==> src/rtl/ssd_pkg.sv <==
// Shared seven-segment definitions: active-low cathode patterns, scan FSM states
// and the hex-to-segment lookup used by every display block.
package ssd_pkg;

    localparam int N_DIG_DEFAULT = 8;

    // Cathode patterns ordered {a,b,c,d,e,f,g}, 0 = segment lit
    localparam logic [6:0] SEG_0   = 7'b0000001;
    localparam logic [6:0] SEG_1   = 7'b1001111;
    localparam logic [6:0] SEG_2   = 7'b0010010;
    localparam logic [6:0] SEG_3   = 7'b0000110;
    localparam logic [6:0] SEG_4   = 7'b1001100;
    localparam logic [6:0] SEG_5   = 7'b0100100;
    localparam logic [6:0] SEG_6   = 7'b0100000;
    localparam logic [6:0] SEG_7   = 7'b0001111;
    localparam logic [6:0] SEG_8   = 7'b0000000;
    localparam logic [6:0] SEG_9   = 7'b0000100;
    localparam logic [6:0] SEG_A   = 7'b0001000;
    localparam logic [6:0] SEG_B   = 7'b1100000;
    localparam logic [6:0] SEG_C   = 7'b0110001;
    localparam logic [6:0] SEG_D   = 7'b1000010;
    localparam logic [6:0] SEG_E   = 7'b0110000;
    localparam logic [6:0] SEG_F   = 7'b0111000;
    localparam logic [6:0] SEG_OFF = 7'b1111111;

    typedef enum logic [0:0] {
        ST_BLANK = 1'b0,
        ST_SHOW  = 1'b1
    } scan_state_e;

    function automatic logic [6:0] hex2seg(input logic [3:0] hex);
        logic [6:0] seg;
        case (hex)
            4'h0:    seg = SEG_0;
            4'h1:    seg = SEG_1;
            4'h2:    seg = SEG_2;
            4'h3:    seg = SEG_3;
            4'h4:    seg = SEG_4;
            4'h5:    seg = SEG_5;
            4'h6:    seg = SEG_6;
            4'h7:    seg = SEG_7;
            4'h8:    seg = SEG_8;
            4'h9:    seg = SEG_9;
            4'hA:    seg = SEG_A;
            4'hB:    seg = SEG_B;
            4'hC:    seg = SEG_C;
            4'hD:    seg = SEG_D;
            4'hE:    seg = SEG_E;
            4'hF:    seg = SEG_F;
            default: seg = SEG_OFF;
        endcase
        return seg;
    endfunction

endpackage

==> src/rtl/ssd_hex_decode.sv <==
// Combinational hex nibble to active-low seven-segment cathode decoder.
module ssd_hex_decode
    import ssd_pkg::*;
(
    input  logic [3:0] hex,
    output logic [6:0] seg
);

    assign seg = hex2seg(hex);

endmodule

==> src/rtl/ssd_scan_ctrl.sv <==
// Multiplexed scan controller for an N_DIG seven-segment display with blanking
// guard between digits and frame-aligned commit of new contents.
module ssd_scan_ctrl
    import ssd_pkg::*;
#(
    parameter int N_DIG       = N_DIG_DEFAULT,
    parameter int REFRESH_DIV = 17,
    parameter int BLANK_CYC   = 256
) (
    input  logic               clk,
    input  logic               Reset_n,
    input  logic               upd_req,
    input  logic [4*N_DIG-1:0] upd_data,
    input  logic [N_DIG-1:0]   upd_dp,
    output logic               upd_ack,
    input  logic [N_DIG-1:0]   dig_en,
    output logic [N_DIG-1:0]   An,
    output logic [6:0]         Cath,
    output logic               Dp,
    output logic               frame_tick
);

    localparam int IDX_W = (N_DIG > 1) ? $clog2(N_DIG) : 1;
    localparam logic [REFRESH_DIV-1:0] CNT_MAX   = {REFRESH_DIV{1'b1}};
    localparam logic [REFRESH_DIV-1:0] CNT_ONE   = {{(REFRESH_DIV-1){1'b0}}, 1'b1};
    localparam logic [REFRESH_DIV-1:0] BLANK_LIM = REFRESH_DIV'(BLANK_CYC);
    localparam logic [IDX_W-1:0]       IDX_LAST  = IDX_W'(N_DIG - 1);
    localparam logic [IDX_W-1:0]       IDX_ONE   = {{(IDX_W-1){1'b0}}, 1'b1};

    logic [REFRESH_DIV-1:0] cnt_r, cnt_nxt_s;
    logic [IDX_W-1:0]       idx_r, idx_nxt_s;
    scan_state_e            state_r, state_nxt_s;
    logic                   wrap_s, frame_end_s, capture_s, commit_s;

    logic [4*N_DIG-1:0]     stage_data_r, active_data_r;
    logic [N_DIG-1:0]       stage_dp_r, active_dp_r;
    logic                   pending_r;

    logic [3:0]             nibble_s;
    logic [6:0]             seg_s;
    logic [N_DIG-1:0]       an_nxt_s, an_r;
    logic [6:0]             cath_nxt_s, cath_r;
    logic                   dp_nxt_s, dp_r, ack_r, tick_r;

    assign nibble_s = active_data_r[{idx_r, 2'b00} +: 4];

    ssd_hex_decode u_hex_decode (
        .hex (nibble_s),
        .seg (seg_s)
    );

    // Next-state sequencing and next pin values from the current slot position
    always_comb begin
        cnt_nxt_s   = cnt_r + CNT_ONE;
        wrap_s      = (cnt_r == CNT_MAX);
        frame_end_s = wrap_s && (idx_r == IDX_LAST);
        idx_nxt_s   = idx_r;
        an_nxt_s    = {N_DIG{1'b1}};
        cath_nxt_s  = SEG_OFF;
        dp_nxt_s    = 1'b1;
        if (wrap_s) begin
            if (idx_r == IDX_LAST) begin
                idx_nxt_s = {IDX_W{1'b0}};
            end else begin
                idx_nxt_s = idx_r + IDX_ONE;
            end
        end else begin
            idx_nxt_s = idx_r;
        end
        if (cnt_nxt_s < BLANK_LIM) begin
            state_nxt_s = ST_BLANK;
        end else begin
            state_nxt_s = ST_SHOW;
        end
        case (state_r)
            ST_BLANK: begin
                an_nxt_s   = {N_DIG{1'b1}};
                cath_nxt_s = SEG_OFF;
                dp_nxt_s   = 1'b1;
            end
            ST_SHOW: begin
                // Disabled digits keep their slot so on-time per digit stays constant
                an_nxt_s[idx_r] = ~dig_en[idx_r];
                cath_nxt_s      = seg_s;
                dp_nxt_s        = ~active_dp_r[idx_r];
            end
            default: begin
                an_nxt_s   = {N_DIG{1'b1}};
                cath_nxt_s = SEG_OFF;
                dp_nxt_s   = 1'b1;
            end
        endcase
    end

    // Slot counter, digit index and scan state
    always_ff @(posedge clk or negedge Reset_n) begin
        if (!Reset_n) begin
            cnt_r   <= {REFRESH_DIV{1'b0}};
            idx_r   <= {IDX_W{1'b0}};
            state_r <= ST_BLANK;
        end else begin
            cnt_r   <= cnt_nxt_s;
            idx_r   <= idx_nxt_s;
            state_r <= state_nxt_s;
        end
    end

    // A request arriving on the ack cycle is dropped: that req belongs to the update just committed
    assign capture_s = upd_req && !pending_r && !ack_r;
    assign commit_s  = frame_end_s && pending_r;

    // Staging capture and frame-aligned commit into the displayed contents
    always_ff @(posedge clk or negedge Reset_n) begin
        if (!Reset_n) begin
            stage_data_r  <= {(4*N_DIG){1'b0}};
            stage_dp_r    <= {N_DIG{1'b0}};
            active_data_r <= {(4*N_DIG){1'b0}};
            active_dp_r   <= {N_DIG{1'b0}};
            pending_r     <= 1'b0;
        end else if (commit_s) begin
            active_data_r <= stage_data_r;
            active_dp_r   <= stage_dp_r;
            pending_r     <= 1'b0;
        end else if (capture_s) begin
            stage_data_r  <= upd_data;
            stage_dp_r    <= upd_dp;
            pending_r     <= 1'b1;
        end
    end

    // Registered board pins and status pulses
    always_ff @(posedge clk or negedge Reset_n) begin
        if (!Reset_n) begin
            an_r   <= {N_DIG{1'b1}};
            cath_r <= SEG_OFF;
            dp_r   <= 1'b1;
            ack_r  <= 1'b0;
            tick_r <= 1'b0;
        end else begin
            an_r   <= an_nxt_s;
            cath_r <= cath_nxt_s;
            dp_r   <= dp_nxt_s;
            ack_r  <= commit_s;
            tick_r <= frame_end_s;
        end
    end

    assign An         = an_r;
    assign Cath       = cath_r;
    assign Dp         = dp_r;
    assign upd_ack    = ack_r;
    assign frame_tick = tick_r;

endmodule

==> config.mk <==
export PLATFORM = sky130hd
export DESIGN_NAME = ssd_scan_ctrl
export DESIGN_NICKNAME = d
export VERILOG_FILES = /design/src/rtl/ssd_pkg.sv /design/src/rtl/ssd_hex_decode.sv /design/src/rtl/ssd_scan_ctrl.sv
export SDC_FILE = /design/constraint.sdc
export NUM_CORES = 1
export LEC_CHECK = 0
export CAP_MARGIN = 20
export CELL_PAD_IN_SITES_DETAIL_PLACEMENT = 0
export CELL_PAD_IN_SITES_GLOBAL_PLACEMENT = 1
export CORE_UTILIZATION = 30
export DETAILED_ROUTE_END_ITERATION = 10
export PLACE_DENSITY = 0.61
export SLEW_MARGIN = 30
export SYNTH_ARGS = -nofsm -noshare
export SYNTH_HDL_FRONTEND = slang
export SYNTH_SLANG_ARGS = --single-unit
==> constraint.sdc <==
create_clock -name clk -period 3.8 [get_ports clk]
set_clock_uncertainty 0.1 [all_clocks]
set_input_delay 0.95 -clock clk [delete_from_list [all_inputs] [get_ports clk]]
set_output_delay 0.95 -clock clk [all_outputs]
set_load 0.05 [all_outputs]
# [Yosys cells after proc, flatten, opt, wreduce, memory -nomap -nowiden]
# Memories as Yosys holds them, arrays and structs flattened.
# Cells that the tools add are included.
# Widths: inputs -> output; s select.
[word_totals] reg_bits=120 rom_bits=112 in_bits=51 n_memories=1
[memory_table] memory="(name not given)" depth=16 word_bits=7 rd=1 rd_clocked_by_memory_dff=0 write_ports=0 line_no="ssd_pkg.sv:33" text="case (hex)"
[op_classes] addsub=2 n_lt_le_gt_ge=3 eq_ne=2 shifts=1 mux=13 bitwise=6 reduce_logical=9
[op_table] cell="$shiftx 32x6->4" count=1
[op_table] cell="$add 17x1->17 const B" count=1
[op_table] cell="$eq 17x17->1 const B" count=1
[op_table] cell="$lt 17x9->1 const B" count=1
[op_table] cell="$pmux 8 s2" count=1
[op_table] cell="$pmux 7 s2" count=1
[op_table] cell="$not 8->8" count=1
[op_table] cell="$or 8x8->8" count=1
[op_table] cell="$bmux 1 s3" count=2
[op_table] cell="$mux 1" count=6
[op_table] cell="$logic_and 1x1->1" count=5
[op_table] cell="$lt 3x4->1 const B" count=1
[op_table] cell="$not 1->1" count=4
[op_table] cell="$add 3x1->3 const B" count=1
[op_table] cell="$demux 1 s3" count=1
[op_table] cell="$eq 3x3->1 const B" count=1
[op_table] cell="$ge 3x1->1 const B" count=1
[op_table] cell="$mux 3" count=1
[op_table] cell="$logic_not 1->1" count=2
[op_table] cell="$pmux 1 s2" count=1
[op_table] cell="$reduce_and 2->1" count=1
[op_table] cell="$reduce_bool 2->1" count=1

# [Longest topological paths before layout]
# Gate-level depths: netlist of run 1.
[depth] depth_word=7 mapped_depth=11 ltp_nobuf=10

# [By module]
# A second synthesis of run 1 with hierarchy kept.
[unflattened] cells_unflattened=356 area_unflattened_um2=5186.2
[modules_own_cells] module="ssd_scan_ctrl" instances=1 cells_per_inst=323 area_each_um2=4917.2 seq_area_each_um2=3022.9
[modules_own_cells] module="ssd_hex_decode" instances=1 cells_per_inst=33 area_each_um2=269.0 seq_area_each_um2=0.0

# [Worst setup path after synthesis of run 1]
# Ideal clock, no wire load.
[synth_timing] kind="register -> register" from="register cnt_r[0]" to="register active_data_r[0]" setup_time_ns=0.125 arrival_time_ns=2.192 required_ns=3.575 slack_ns=1.383 stages_incl_launch_ff=12 period_less_slack_ns=2.417 cell_sequence="dfrtp_1 > ha_1 > nand3_1 > nor3_2 > nand3_1 > nor2_1 > ha_1 > nand2_1 > inv_1 > nand2_1 > buf_1 > mux2_2"
[synth_via] elab_chain_len=3
[synth_rtl] element="start, declared" line_no="ssd_scan_ctrl.sv:30" text="logic [REFRESH_DIV-1:0] cnt_r, cnt_nxt_s;"
[synth_rtl] element="start signal, assigned" line_no="ssd_scan_ctrl.sv:98" text="cnt_r <= {REFRESH_DIV{1'b0}};"
[synth_rtl] element="start signal, assigned" line_no="ssd_scan_ctrl.sv:102" text="cnt_r <= cnt_nxt_s;"
[synth_rtl] element="$eq 17x17->1" line_no="ssd_scan_ctrl.sv:55" text="wrap_s = (cnt_r == CNT_MAX);"
[synth_rtl] element="$logic_and 1x1->1" line_no="ssd_scan_ctrl.sv:56" text="frame_end_s = wrap_s && (idx_r == IDX_LAST);"
[synth_rtl] element="via frame_end_s" line_no="ssd_scan_ctrl.sv:33" text="logic wrap_s, frame_end_s, capture_s, commit_s;"
[synth_rtl] element="$logic_and 1x1->1" line_no="ssd_scan_ctrl.sv:110" text="assign commit_s = frame_end_s && pending_r;"
[synth_rtl] element="end signal, assigned" line_no="ssd_scan_ctrl.sv:117" text="active_data_r <= {(4*N_DIG){1'b0}};"
[synth_rtl] element="end signal, assigned" line_no="ssd_scan_ctrl.sv:121" text="active_data_r <= stage_data_r;"
[synth_rtl] element="end, declared" line_no="ssd_scan_ctrl.sv:35" text="logic [4*N_DIG-1:0] stage_data_r, active_data_r;"
# The timed path passes the listed nets, and every way through them passes these cells.
# A chain may end at the register's enable or synchronous reset.

# [Worst setup path after layout of run 1]
[layout_timing] from="register cnt_r[0]" to="register active_dp_r[1]"
[layout_via] elab_chain_len=3
[layout_rtl] element="$eq 17x17->1" line_no="ssd_scan_ctrl.sv:55"
[layout_rtl] element="$logic_and 1x1->1" line_no="ssd_scan_ctrl.sv:56"
[layout_rtl] element="via frame_end_s" line_no="ssd_scan_ctrl.sv:33"
[layout_rtl] element="$logic_and 1x1->1" line_no="ssd_scan_ctrl.sv:110"
[layout_rtl] element="end signal, assigned" line_no="ssd_scan_ctrl.sv:118" text="active_dp_r <= {N_DIG{1'b0}};"
[layout_rtl] element="end signal, assigned" line_no="ssd_scan_ctrl.sv:122" text="active_dp_r <= stage_dp_r;"
[layout_rtl] element="end, declared" line_no="ssd_scan_ctrl.sv:36" text="logic [N_DIG-1:0] stage_dp_r, active_dp_r;"
# The timed path passes the listed nets, and every way through them passes these cells.

==> results.toml, run 1 <==
[power]
pwr_density_cell_mw_per_mm2 = 531.3
ir_drop_uv = 333.6
power_leakage_nw = 2.969
p_total_w = 0.003558

[clock_network]
clock_latency_ns = 0.41
cts_num_sinks = 120
clockBufferDepth = 2
clk_pin_slew_ns = 0.05
postCtsSetupRepairBufs = 0
cts-resized-gates = 0
tritoncts = "done"
root_buffer = "clkbuf_16"
cts.htree.levels = 4
cts_made_buffers = 17
hold_buffers = 0

[drt]
drt_iter0_markers = 140
vias = 2974
wl_per_cell_um = 15.19
ant_nets = 0
dr.pass1.iters = 4
vias_per_cell = 4.499
drc = 0
finalWirelength_mm = 10.04

[floorplan]
start_util = 0.3083
num_io_pins = 69
die_area_mm2 = 0.01757
die_h_um = 132.5
rows = 47
die_w_um = 132.5
coreArea_mm2 = 0.01658

[grt]
grt_antenna_before_repair = 0
overflow = 0
grt.total_usage = 0.1271
grt_max_degree = 48
grt_pass1_wl_mm = 16.86
grt_pass1_vias = 3168

[critical_path]
worstPathMaxFanout = 41
slowest_delay_ns = 0.38
worst_setup_path_start_kind = "flip-flop"
worstReg2RegStart = "cnt_r[0]$_DFF_PN0_"
r2r_end = "active_dp_r[1]$_DFFE_PN0P_"
path_cells = "ha_1 -> nand3_1 -> nor3_2 -> nand3_1 -> nor2_1 -> ha_1 -> nand2_1 -> inv_1 -> nand2_2 -> buf_4 -> mux2_2"
rr_worst_depth = 11
cp_slowest_cell = "dfrtp_1"
critical_path_class = "reg2reg"
cp.required_ns = 3.99
end_kind = "flip-flop"
cp_data_arrival_time_ns = 3.03
reg2reg_slack_ns = 0.96

[timing]
tns_ns = 0
slew-limit-headroom = 0.5393
period_share = 0.7480
setup-violations-final = 0
min_period_ns = 2.842
hold_violations = 0
rsz0062_at_grt = "no"
fmax_ghz = 0.3518
tightest_slew_ns = 0.6910
hold_slack_ns = 0.3692
slew_violations = 0

[final_layout]
drive_gt1_frac = 0.3401
syn_to_final_growth_pct = 30.98
layout.nets = 489
layout.cells.non_filler = 661
antenna_cells = 0
fill_cells = 1581

[synthesis]
ys_seq_area_frac = 0.5913
syn_nets = 413
synth_area_per_cell_um2 = 14.52
synthSimpleGateAreaFrac = 0.07318
synth_mux_area_frac = 0.2418
synthAdderAreaFrac = 0.02447
synth_compound_area_frac = 0.02154
synth_edf_count = 0
yosys.area_share.xor_xnor = 0.02570
async_reset_ff_frac = 1.000
synth_cells = 352
syn_area_mm2 = 0.005112
synth_top_family_by_area = "multiplexers"
synth_cell_types = 42
ys_ff_latch = 120
yosys_warnings = 0
ys.flop_type = "dfrtp_1"

[place]
place_congestion = 0.7484
dpl.cell_count = 629
portBuffers = 68
hpwl_mm = 6.836

[min_path]
hold_start = "cnt_r[0]$_DFF_PN0_"
whs_endpoint = "cnt_r[0]$_DFF_PN0_"
hold_path_class = "reg2reg"
whs_path_depth = 1

[run_status]
outcome = "finished clean"

[job]
maxCapViolations = 0
## power breakdown
group / internal (W) / total [W] / switching [W]
combinational: 0.000174 / 0.000252 / 0.0000784
clock: 0.00123 / 0.00177 / 0.000540
sequential: 0.00145 / 0.00154 / 0.0000885
## cells in the mapped netlist, drive strengths merged, types with 2 or more instances
master | n | share of area
dfrtp | 104 | 0.51
mux2 | 82 | 0.18
dfstp | 16 | 0.082
nand2 | 16 | 0.012
nand3 | 14 | 0.016
buf | 12 | 0.012
mux2i | 11 | 0.022
xnor2 | 11 | 0.019
ha | 10 | 0.024
nand4 | 10 | 0.012
mux4 | 9 | 0.040
inv | 7 | 0.0051
nor2 | 7 | 0.0051
clkbuf | 6 | 0.0044
xor2 | 4 | 0.0069
and3 | 3 | 0.0039
nand2b | 3 | 0.0037
nor3b | 3 | 0.0044
o211ai | 3 | 0.0044
a21o | 2 | 0.0029
and4 | 2 | 0.0039
nor2b | 2 | 0.0024
nor3 | 2 | 0.0029
o221ai | 2 | 0.0034
## critical path: cells and delay by family, from the launching register on
kind / cells / cell delay (ns)
muxes: 1 / 0.34
buffers and inverters: 2 / 0.41
DFF: 1 / 0.38
and+or+nand+nor: 6 / 0.97
adders and majority gates: 2 / 0.47
## how the worst max path moves through the flow
stage / cells after the start / endpoint / slack (ns) / startpoint
floorplan: 11 / active_data_r[0]$_DFFE_PN0P_ / 1.38 / cnt_r[0]$_DFF_PN0_
global placement: 11 / active_data_r[3]$_DFFE_PN0P_ / 1.02 / cnt_r[0]$_DFF_PN0_
detailed placement: 11 / active_data_r[3]$_DFFE_PN0P_ / 0.94 / cnt_r[0]$_DFF_PN0_
CTS: 11 / active_data_r[3]$_DFFE_PN0P_ / 0.92 / cnt_r[0]$_DFF_PN0_
global route: 11 / active_data_r[9]$_DFFE_PN0P_ / 0.70 / cnt_r[0]$_DFF_PN0_
finish: 11 / active_dp_r[1]$_DFFE_PN0P_ / 0.96 / cnt_r[0]$_DFF_PN0_
## sequential cells by signal (all words and copies together) (netlist names), 3 cells and up
name and count:
cnt_r 17, active_dp_r 8, stage_dp_r 8, Cath 7, active_data_r 32, stage_data_r 32, idx_r 3, An 8
## cell families after synthesis
kind of cell	count (synthesis)
and+or+nand+nor	66
buffers and inverters	25
adders and majority gates	10
AOI/OAI and AO/OA	14
DFF	120
muxes	102
xor gates and xnor gates	15
## per-layer routing
| layer | GRT usage | vias up | share of wire |
|---|---|---|---|
| met5 | 0 | - | 0 |
| met4 | 0.05556 | 0 | 0.015 |
| met3 | 0.04291 | 9 | 0.044 |
| met2 | 0.1839 | 68 | 0.44 |
| met1 | 0.1724 | 1482 | 0.50 |
| li1 | - | 1415 | - |
## layout make-up
| type | count | area (um2) | share of cell area |
|---|---|---|---|
| inverters | 7 | 26.28 | 0.003924 |
| clock inverters | 8 | 165.2 | 0.02466 |
| multi-input cells | 207 | 1984 | 0.2963 |
| well taps | 220 | 275.3 | 0.04111 |
| repair buffers | 75 | 730.7 | 0.1091 |
| clock buffers | 24 | 491.7 | 0.07343 |
| flip-flops and latches | 120 | 3023 | 0.4514 |
## placed cells by master (no fill, tap or decap), types with 4 or more instances in the layout
cell               n
mux2i_1           11
dfstp_2           16
mux2_2            82
nand4_1           10
nand2_1           15
xnor2_1           11
nand3_1           13
mux4_2             9
xor2_1             4
bufinv_16          5
clkbuf_16         17
clkdlybuf4s50_1   67
inv_1              7
nor2_1             7
buf_4              8
clkbuf_8           4
ha_1              10
dfrtp_1          104
## stage by stage
step | cell area [um2] | setup WS, ns | utilization
2_1_floorplan | 5112 | 1.383 | -
3_3_place_gp | 6040 | 1.024 | 0.3642
3_5_place_dp | 6040 | 0.9394 | 0.3642
4_1_cts | 6696 | 0.9233 | 0.4038
5_1_grt | 6696 | 0.6996 | 0.4038
6_report | 6696 | 0.9575 | 0.4038
Note: power is estimated with default switching activity, not from simulation.
==> run 2: changes to the inputs <==
- clock period: 3.8 -> 2.7 ns (I/O delays scaled with it)
==> results.toml, run 2 (synthesis results as in run 1) <==
[run_status]
outcome = "finished clean"

[floorplan]
num_io_pins = 69
start_util = 0.3083
die_h_um = 132.5
die_w_um = 132.5
die_area_mm2 = 0.01757
coreArea_mm2 = 0.01658
rows = 47

[clock_network]
tritoncts = "done"
cts.htree.levels = 4
cts_num_sinks = 120
root_buffer = "clkbuf_16"
postCtsSetupRepairBufs = 0
clk_pin_slew_ns = 0.05
clockBufferDepth = 2
cts_made_buffers = 17
clock_latency_ns = 0.42
hold_buffers = 0

[critical_path]
end_kind = "flip-flop"
rr_worst_depth = 8
worstReg2RegStart = "cnt_r[0]$_DFF_PN0_"
worst_setup_path_start_kind = "flip-flop"
crit_family = "simple AND/OR/NAND/NOR gates"
cp-endpoint = "state_r$_DFF_PN0_"
reg2reg_slack_ns = 0.19
cp_data_arrival_time_ns = 2.68
cp_num_cells = 8
cp_slowest_cell = "or4_1"
cp.required_ns = 2.87
path_buf_inv = 0
r2r_end = "state_r$_DFF_PN0_"
slowest_delay_ns = 0.44
startpoint = "cnt_r[0]$_DFF_PN0_"
critical_path_class = "reg2reg"
worstPathMaxFanout = 5
path_cells = "ha_1 -> nand3_1 -> nor3_4 -> nand3_1 -> nor2_1 -> ha_1 -> a221o_1 -> or4_1"

[drt]
vias_per_cell = 4.527
drt-met1-wl_mm = 4.905
met2_length_mm = 4.466
drt_iter0_markers = 136
finalWirelength_mm = 10.01
highest_layer = "met4"
wl_per_cell_um = 15.02
vias = 3015
dr.pass1.iters = 4
ant_nets = 0
met3WireLength_um = 445
drc = 0

[final_layout]
antenna_cells = 0
drive_gt1_frac = 0.3498
most-common-layout-cells = "dfrtp_1, mux2_2, clkdlybuf4s50_1"
layout.nets = 494
syn_to_final_growth_pct = 32.01
reg_top3 = "active_data_r (32), stage_data_r (32), cnt_r (17)"
final_common_cell = "dfrtp_1"

[timing]
setup-violations-final = 0
min_period_ns = 2.506
rsz0062_at_grt = "no"
setup_ws_ns = 0.1940
fmax_ghz = 0.3990
hold_slack_ns = 0.08855
tightest_slew_ns = 0.5406
slew_violations = 0
period_share = 0.9281
hold_violations = 0
tns_ns = 0
slew-limit-headroom = 0.6396

[job]
maxCapViolations = 0

[place]
portBuffers = 68
hpwl_mm = 6.901
dp_slack_ns = 0.1444
place_congestion = 0.6907

[min_path]
hold_path_class = "in2async"

[power]
pwr_density_cell_mw_per_mm2 = 724.1
p_total_w = 0.004887
power_leakage_nw = 3.011
ir_drop_uv = 472.0

[grt]
grt_antenna_before_repair = 0
grt.total_usage = 0.1319
grt_max_degree = 57
grt_pass1_vias = 3330
grt_pass1_wl_mm = 17.56
overflow = 0
## run 2: changes by cell type in the layout (fill, tap and decap cells not counted), moves of 2 or more
cell / change
buf_12: +3
bufinv_16: -2
clkbuf_8: +2
buf_4: +2
## run 2: how the worst min path moves through the flow
stage / to / start / cells after the start / slack [ns]
after floorplan: active_data_r[0]$_DFFE_PN0P_ / Reset_n / 0 / 0.28
after global placement: cnt_r[0]$_DFF_PN0_ / cnt_r[0]$_DFF_PN0_ / 1 / 0.35
after detailed placement: cnt_r[0]$_DFF_PN0_ / cnt_r[0]$_DFF_PN0_ / 1 / 0.37
after CTS: active_data_r[3]$_DFFE_PN0P_ / Reset_n / 1 / 0.08
after global routing: active_data_r[3]$_DFFE_PN0P_ / Reset_n / 1 / 0.11
final: active_data_r[3]$_DFFE_PN0P_ / Reset_n / 1 / 0.09
## run 2: metrics by stage
step	cells	utilization	cell area (um2)
after global routing	666	0.4070	6749
after detailed placement	634	0.3687	6115
final	666	0.4070	6749
after floorplan	352	-	5112
after CTS	666	0.4066	6743
after global placement	634	0.3687	6115
## run 2: layout make-up
cell class,instances,area (um2)
Clock inverter,7,112.6
Multi-Input combinational cell,207,1991
Tap cell,220,275.3
Sequential cell,120,3023
Timing Repair Buffer,80,805.8
Clock buffer,25,515.5
Inverter,7,26.28
Fill cell,1534,9834
## run 2: routing by layer
layer	track usage	up-vias
met5	0	-
met4	0.05747	0
met2	0.1904	66
met1	0.1813	1498
met3	0.04138	18
li1	-	1433
## run 2: repair_timing
item	4_1_cts	5_1_grt
endpoints found under the hold margin	0	0
endpoints found under the setup margin	0	1
gates resized for setup	0	1
## run 2: power breakdown
group	switching, W	leakage, nW	total [W]	internal, W
combinational	0.000110	1.19	0.000359	0.000249
sequential	0.000135	1.51	0.00217	0.00204
clock	0.000764	0.309	0.00236	0.00159
total	0.00101	3.01	0.00489	0.00388
